==> config.mk <==
export PLATFORM = sky130hd
export DESIGN_NAME = instruction_decoder
export DESIGN_NICKNAME = d
export VERILOG_FILES = /design/src/rtl/instruction_decoder_pkg.sv /design/src/rtl/instruction_field_decode.sv /design/src/rtl/instruction_decoder.sv
export SDC_FILE = /design/constraint.sdc
export NUM_CORES = 1
export LEC_CHECK = 0
export CORE_UTILIZATION = 55
export CTS_CLUSTER_DIAMETER = 80
export CTS_CLUSTER_SIZE = 12
export DETAILED_ROUTE_END_ITERATION = 16
export GPL_TIMING_DRIVEN = 0
export PLACE_DENSITY = 0.9
export SLEW_MARGIN = 20
export SYNTH_ARGS = -nofsm -noshare
export SYNTH_HDL_FRONTEND = slang
export SYNTH_HIERARCHICAL = 1
export SYNTH_SLANG_ARGS = --single-unit
==> constraint.sdc <==
create_clock -name clk -period 4.62 [get_ports clk]
set_input_delay 1.386 -clock clk [delete_from_list [all_inputs] [get_ports clk]]
set_output_delay 1.386 -clock clk [all_outputs]
set_load 0.02 [all_outputs]
==> src/rtl/instruction_decoder_pkg.sv <==
// instruction_decoder_pkg: default widths, opcode enum, buffer states and the decoded-entry struct
package instruction_decoder_pkg;
  localparam int DEF_INSTRUCTION_WIDTH = 20;
  localparam int DEF_TYPE_WIDTH = 4;
  localparam int DEF_DATA_WIDTH = DEF_INSTRUCTION_WIDTH - DEF_TYPE_WIDTH;
  localparam int DEF_PC_WIDTH = 9;
  localparam int DEF_NUM_OPCODES = 10;
  typedef enum logic [DEF_TYPE_WIDTH-1:0] {
    ACCEPT = 0, SPLIT, MATCH, JMP, END_WITHOUT_ACCEPTING,
    MATCH_ANY, ACCEPT_PARTIAL, NOT_MATCH, MATCH_RANGE, NOT_MATCH_RANGE = 9
  } opcode_e;
  typedef enum logic [1:0] {EMPTY, ONE, FULL} buf_state_e;
  typedef struct packed {
    logic [DEF_TYPE_WIDTH-1:0] typ;
    logic [DEF_DATA_WIDTH-1:0] data;
    logic [DEF_PC_WIDTH-1:0] pc;
    logic [DEF_NUM_OPCODES-1:0] onehot;
    logic [DEF_DATA_WIDTH/2-1:0] lo;
    logic [DEF_DATA_WIDTH/2-1:0] hi;
    logic illegal;
  } decoded_t;
endpackage

==> src/rtl/instruction_field_decode.sv <==
// instruction_field_decode: word (instr_i) -> onehot_o, ordered range_lo_o/range_hi_o, illegal_o
module instruction_field_decode
  import instruction_decoder_pkg::*;
#(
  parameter int INSTRUCTION_WIDTH = DEF_INSTRUCTION_WIDTH,
  parameter int TYPE_WIDTH = DEF_TYPE_WIDTH,
  parameter int NUM_OPCODES = DEF_NUM_OPCODES,
  localparam int DW = INSTRUCTION_WIDTH - TYPE_WIDTH,
  localparam int HW = DW / 2
) (
  input  logic [INSTRUCTION_WIDTH-1:0] instr_i,
  output logic [NUM_OPCODES-1:0] onehot_o,
  output logic [HW-1:0] range_lo_o,
  output logic [HW-1:0] range_hi_o,
  output logic illegal_o
);
  logic [TYPE_WIDTH-1:0] typ;
  logic [HW-1:0] lo_raw, hi_raw;
  assign typ = instr_i[INSTRUCTION_WIDTH-1 -: TYPE_WIDTH];
  assign lo_raw = instr_i[HW-1:0];
  assign hi_raw = instr_i[DW-1:HW];
  assign illegal_o = 32'(typ) >= NUM_OPCODES;
  assign onehot_o = illegal_o ? '0 : NUM_OPCODES'(1) << typ;
  assign range_lo_o = lo_raw > hi_raw ? hi_raw : lo_raw;
  assign range_hi_o = lo_raw > hi_raw ? lo_raw : hi_raw;
endmodule

==> src/rtl/instruction_decoder.sv <==
// instruction_decoder: 2-entry skid-buffered decoder; in_valid/in_ready/in_instr/in_pc in, out_* decoded entry out, flush, illegal_count
module instruction_decoder
  import instruction_decoder_pkg::*;
#(
  parameter int INSTRUCTION_WIDTH = DEF_INSTRUCTION_WIDTH,
  parameter int TYPE_WIDTH = DEF_TYPE_WIDTH,
  parameter int PC_WIDTH = DEF_PC_WIDTH,
  parameter int NUM_OPCODES = DEF_NUM_OPCODES,
  localparam int DATA_WIDTH = INSTRUCTION_WIDTH - TYPE_WIDTH,
  localparam int HW = DATA_WIDTH / 2
) (
  input  logic clk,
  input  logic rst_n,
  input  logic flush,
  input  logic in_valid,
  output logic in_ready,
  input  logic [INSTRUCTION_WIDTH-1:0] in_instr,
  input  logic [PC_WIDTH-1:0] in_pc,
  output logic out_valid,
  input  logic out_ready,
  output logic [TYPE_WIDTH-1:0] out_type,
  output logic [DATA_WIDTH-1:0] out_data,
  output logic [PC_WIDTH-1:0] out_pc,
  output logic [NUM_OPCODES-1:0] out_onehot,
  output logic [HW-1:0] out_range_lo,
  output logic [HW-1:0] out_range_hi,
  output logic out_illegal,
  output logic [7:0] illegal_count
);
  if (DATA_WIDTH % 2 != 0) begin : g_odd_data
    $error("DATA_WIDTH must be even");
  end
  typedef struct packed {
    logic [TYPE_WIDTH-1:0] typ;
    logic [DATA_WIDTH-1:0] data;
    logic [PC_WIDTH-1:0] pc;
    logic [NUM_OPCODES-1:0] onehot;
    logic [HW-1:0] lo;
    logic [HW-1:0] hi;
    logic illegal;
  } entry_t;
  buf_state_e state_q, state_d;
  entry_t main_q, main_d, skid_q, skid_d, new_e;
  logic [7:0] cnt_q, cnt_d;
  logic in_ready_q, in_ready_d, acc, drn;
  assign new_e.typ = in_instr[INSTRUCTION_WIDTH-1 -: TYPE_WIDTH];
  assign new_e.data = in_instr[DATA_WIDTH-1:0];
  assign new_e.pc = in_pc;
  instruction_field_decode #(
    .INSTRUCTION_WIDTH(INSTRUCTION_WIDTH),
    .TYPE_WIDTH(TYPE_WIDTH),
    .NUM_OPCODES(NUM_OPCODES)
  ) u_dec (
    .instr_i(in_instr),
    .onehot_o(new_e.onehot),
    .range_lo_o(new_e.lo),
    .range_hi_o(new_e.hi),
    .illegal_o(new_e.illegal)
  );
  assign acc = in_valid && in_ready_q;
  assign drn = out_valid && out_ready;
  always_comb begin
    state_d = state_q;
    main_d = main_q;
    skid_d = skid_q;
    cnt_d = cnt_q;
    if (flush) state_d = EMPTY;
    else begin
      case (state_q)
        EMPTY: if (acc) begin state_d = ONE; main_d = new_e; end
        ONE: if (acc && drn) main_d = new_e;
             else if (acc) begin state_d = FULL; skid_d = new_e; end
             else if (drn) state_d = EMPTY;
        FULL: if (drn) begin state_d = ONE; main_d = skid_q; end
        default: state_d = EMPTY;
      endcase
      cnt_d = acc && new_e.illegal && cnt_q != 8'hFF ? cnt_q + 8'd1 : cnt_q;
    end
    in_ready_d = state_d != FULL;
  end
  always_ff @(posedge clk or negedge rst_n) begin
    if (!rst_n) begin
      state_q <= EMPTY;
      main_q <= '0;
      skid_q <= '0;
      cnt_q <= '0;
      in_ready_q <= 1'b1;
    end else begin
      state_q <= state_d;
      main_q <= main_d;
      skid_q <= skid_d;
      cnt_q <= cnt_d;
      in_ready_q <= in_ready_d;
    end
  end
  assign in_ready = in_ready_q;
  assign out_valid = state_q != EMPTY;
  assign out_type = main_q.typ;
  assign out_data = main_q.data;
  assign out_pc = main_q.pc;
  assign out_onehot = main_q.onehot;
  assign out_range_lo = main_q.lo;
  assign out_range_hi = main_q.hi;
  assign out_illegal = main_q.illegal;
  assign illegal_count = cnt_q;
endmodule

# Word level (Yosys, flattened, before mapping)
# Index checks and enable logic that the tools add are counted.
[totals] latch_bits=0 ff_bits=123 mem_bits_ro=0 inputBits=34 ramBits=0 word_cells=55 mem_count=0 output_inout_bits=66
[classes] n_div=0 n_shift=1 bitwise=2 n_mul=0 n_lt_le_gt_ge=2 reduce_logical=11 muxes=14 n_addsub=1 n_eq_ne=7
[ops] cell="56-bit two-way mux" count=3
[ops] cell="56-bit case mux with 3 select lines" count=1
[ops] cell="8-bit two-way mux" count=2
[ops] cell="2-bit two-way mux" count=6
[ops] cell="10-bit two-way mux" count=1
[ops] cell="1-bit by 4-bit << shifter with 10-bit output, first input constant" count=1
[ops] cell="8-bit by 1-bit adder with 8-bit output, second input constant" count=1
[ops] cell="8-bit > comparator" count=1
[ops] cell="2-bit != test, second input constant" count=4
[ops] cell="8-bit != test, second input constant" count=1
[ops] cell="2-bit case mux with 3 select lines" count=1
[ops] cell="1-bit logical AND" count=5
[ops] cell="5-bit AND reduction" count=1
[ops] cell="4-bit >= comparator, second input constant" count=1
[ops] cell="4-bit AND reduction" count=1
[ops] cell="3-bit nonzero test" count=1
[ops] cell="2-bit by 1-bit == test with 1-bit output, second input constant" count=1
[ops] cell="2-bit == test, second input constant" count=1
[ops] cell="2-bit zero test" count=1
[ops] cell="1-bit NOT" count=2
[ops] cell="2-bit AND reduction" count=1
[ops] cell="2-bit nonzero test" count=1

# Logic depth before layout (Yosys ltp)
[depth] word_depth=8 ltp_mapped=11

# Hierarchy
# The synthesis kept the hierarchy.
[modules_own_cells] mod="instruction_decoder" cells_each=469 instances=1 area_per_inst_um2=5569.1 seq_area_each_um2=3079.2
[modules_own_cells] mod="instruction_field_decode" cells_each=60 instances=1 area_per_inst_um2=560.5 seq_area_each_um2=0.0

# Worst setup path after synthesis
# No wires, ideal clock.
[synth_path] kind="in2reg" start="input in_instr[9]" end="register main_q, in the netlist out_range_lo[4]" setup_slack_ps=1412 arrival_ps=3083 cell_stages=11 cell_sequence="inv_1 -> ha_1 -> nor2b_4 -> o211ai_2 -> a21oi_2 -> o22ai_4 -> buf_12 -> mux2_4 -> nand2_1 -> nand2_1 -> mux2_2"
[synth_lines] element="start, declared" line="instruction_decoder.sv:17" source="input logic [INSTRUCTION_WIDTH-1:0] in_instr,"
[synth_lines] element="end signal, assigned" line="instruction_decoder.sv:90" source="main_q <= main_d;"
[synth_lines] element="end, declared" line="instruction_decoder.sv:43" source="entry_t main_q, main_d, skid_q, skid_d, new_e;"

==> summary.md <==
| Metric | Value |
|---|---|
| Worst Path Buf+Inv | 3 |
| Synth warn | 6 |
| Drt first pass iters | 5 |
| Final critical-path share of the clock period | 76.30% |
| Number of antenna diodes | 0 |
| Combinational power share | roughly a quarter |
| Number of flops mapped to enable cells by yosys | 0 |
| Die width | 107.6 µm |
| Post-route DRC | 0 |
| Worst reg2reg path startpoint | in_ready |
| Vias in the first global route | around 4600 |
| Req. time, crit path | 5.04 ns |
| Nets | 691 |
| Met1 Resource Use GR | 33.78% |
| Max frequency | 0.2837 GHz |
| CTS-repair resized insts | 0 |
| Non-Filler Instances | 801 |
| Post-Syn Area | 6130 µm² |
| Max-slew violations | 0 |
| Antenna Nets Post-Route | 0 |
| Reg2reg setup slack | about 2.6 ns |
| Initial Util | 56.54% |
| Synth unique cells | 37 |
| Max Cap Violations | 0 |
| Clk_skew | 0.007378 ns |
| Port Buf Inserts | 99 |
| VDD IR max | roughly 0.00023 V |
| CP Launch Point | in_instr[11] |
| Leakage dissipation | 3.749 nW |
| Crit path DAT | approximately 4 ns |
| Cell depth of the worst setup path | 11 |
| Clk buf depth | 2 |
| RSZ-0062 raised after global routing | no |
| HPWL Detailed | between 9 and 10 mm |
| Reg-to-reg endpoint | skid_q[45] |
| Clock-pin transition on the worst setup and hold timing paths | about 0.060 ns |
| Mapped Cells | 529 |
| Slowest cell delay on critical path | 0.56 ns |
| Reg power frac | 39.8% |
| Synthesized flop and latch total | 123 |
| CP most frequent cell | nand2_1 |
| Final hold violation count | 0 |
| Pin count of the biggest net entering global routing | 66 |
| Crit path kind | input pin to register |
| Syn Area/Cell | 11.59 µm² |
| Setup TNS | 0 ns |
| Layout cells sized above 1 | 28.14% |
| Cell row count | 38 |
| Hold Crit Class | register to register |
| Setup Viol. Count Final | 0 |
| Grt ovf | 0 |
| Top cell family by delay on the critical path | buffers and inverters |
| NetSw | approximately 1.1 mW |
| Die Area | 11570 µm² |
| Pwr dens | 478.2 nW/µm² |
| Final wirelength | 14.76 mm |
| Ports | 100 |
| Leading post-synthesis cells by cell area | dfrtp_1, mux2_2, mux2_4, nand2_1, ha_1 |
| Crit path cell chain | clkdlybuf4s50_1, inv_1, ha_1, a21oi_1, a21oi_2, o22ai_4, buf_12, mux2_4, nand2_1, nand2_1, mux2_2 |
| Cell internal pwr | ~2.7 mW |
| Worst-Margin Slew | about 0.64 ns |
| Core Util, Final | 72.96% |
| Total track usage | 27.46% |
| Root Buffer | clkbuf_8 |
| Busiest grt layer | met2 |
| Slew HR | around 57% |
| Status | complete, no violations |
| Worst setup EP type | register |
| Core area | 10840 µm² |
| CTS buffer count | 17 |
| Gpl congestion | 0.7985 |
| Net Sw Frac | 29.30% |
| Area Overhead vs Synth | 29.03% |
| First-pass GRT wire length | 23.80 mm |
| DR WL/cell | 18.43 µm |
| Initial antenna violation count | 0 |
| Via count | 4453 |
| H-tree lvl count | 4 |
| GR Util met3 | 6.477% |
| Worst Reg2Reg Path Length in Cells | 6 |
| Hold slack | 0.5063 ns |
| Clk_lat worst skew | 0.54 ns |
| Crit path max fanout | 10 |
| Synth Flop Type | dfrtp_1 |
| Placed inst area | ~7300 µm² |
| Crit path time final | between 3 and 4 ns |
| Register area share after synthesis | around half |
| CTS sink count | approximately 120 |
| Vias/cell | ~5.6 |
| Cts hold-fix bufs | 0 |
| Met2 Use GR | 46.02% |
| Count leader, synth | nand2_1 |
| Post-synth net total | 572 |
| Startpoint Class | input pin |
| Post-CTS setup buffers | 0 |
| CTS tree | built |
| Synth top cells by count | nand2_1, dfrtp_1, mux2_2 |
| Initial DRC Count | 249 |
| Yosys top cell area share | 49.81% |
| Post-Layout Inst Area | around 7900 µm² |
| Dpl cells | 769 |
| Slowest cell on the critical path | clkdlybuf4s50_1 |
| Chip height | ~110 µm |
| Asr flop ratio synth | 100.0% |
| Yosys top cell by area | dfrtp_1 |
| Crit path capture | out_range_lo[6] |
| Clock power share | 34.6% |
[cell usage in the layout, fill, tap and decap left out, types with 2 or more instances in the layout]
cell / n
nand2_1: 179
dfrtp_1: 122
clkdlybuf4s50_1: 98
mux2_2: 81
mux2_4: 50
clkbuf_16: 16
clkbuf_1: 10
inv_1: 9
ha_1: 9
nand2b_1: 7
nor2_1: 6
xnor2_1: 5
buf_2: 5
buf_12: 5
clkinvlp_4: 5
nor3_1: 5
nand4_1: 4
o21ai_0: 3
buf_1: 3
clkbuf_8: 3
a21oi_1: 3
nor2b_1: 2
a21oi_2: 2
buf_6: 2
nand3_1: 2
clkinv_4: 2
inv_6: 2
clkinv_2: 2
bufinv_16: 2
[sequential cells by signal, indices dropped and copies added, names as in the netlist]
register       cells
out_illegal        1
out_range_hi       8
in_ready           1
out_range_lo       8
out_type           4
state_q            2
skid_q            56
out_pc             9
out_data          16
out_onehot        10
illegal_count      8
[per-layer routing]
layer	wire (µm)	up-vias
met5	0	-
met4	327	0
met3	735	34
met2	7653	155
met1	6044	2252
li1	-	2012
[worst min-delay path by stage]
| stage | from | endpoint | cells past startpoint |
|---|---|---|---|
| after floorplan | skid_q[11] | skid_q[11] | 1 |
| after global placement | skid_q[53] | skid_q[53] | 1 |
| after detailed placement | skid_q[27] | skid_q[27] | 1 |
| after CTS | skid_q[27] | skid_q[27] | 1 |
| after global routing | skid_q[14] | skid_q[14] | 1 |
| final | out_onehot[5] | out_onehot[5] | 1 |
[power groups by stage]
stage                     logic [mW]  registers (mW)  clock network (mW)
final                          0.968            1.51                1.31
after CTS                      0.973            1.50                1.32
after global routing            1.03            1.53                1.37
after global placement         0.917            1.49                   0
after detailed placement       0.959            1.51                   0
after floorplan                0.424            1.62                   0
[per-stage QoR]
step | power (mW) | worst slack [ns]
after floorplan | 2.041 | 1.412
after global placement | 2.407 | -2.348
after detailed placement | 2.472 | 0.6323
after CTS | 3.795 | 1.162
after global routing | 3.927 | 1.020
final | 3.782 | 1.095
[layout make-up]
type | instances | area (µm²)
plain buffers | 25 | 192.7
clock buffers | 19 | 441.7
clock inverters | 13 | 142.6
fillers | 665 | 2932
inverters | 9 | 33.78
multi-input cells | 372 | 2824
flip-flops and latches | 123 | 3079
well taps | 140 | 175.2
repair buffers | 100 | 1020
[kinds of logic after synthesis]
| family | count (synthesis) | share of synthesized area [%] |
|---|---|---|
| compound gates | 13 | 1.715 |
| xor+xnor | 6 | 0.8573 |
| fa+ha+maj | 9 | 1.837 |
| buf+inv | 34 | 3.695 |
| flops | 123 | 50.23 |
| mux | 131 | 27.13 |
| simple gates | 213 | 14.53 |
No activity file was read; power rests on OpenSTA's default activity.
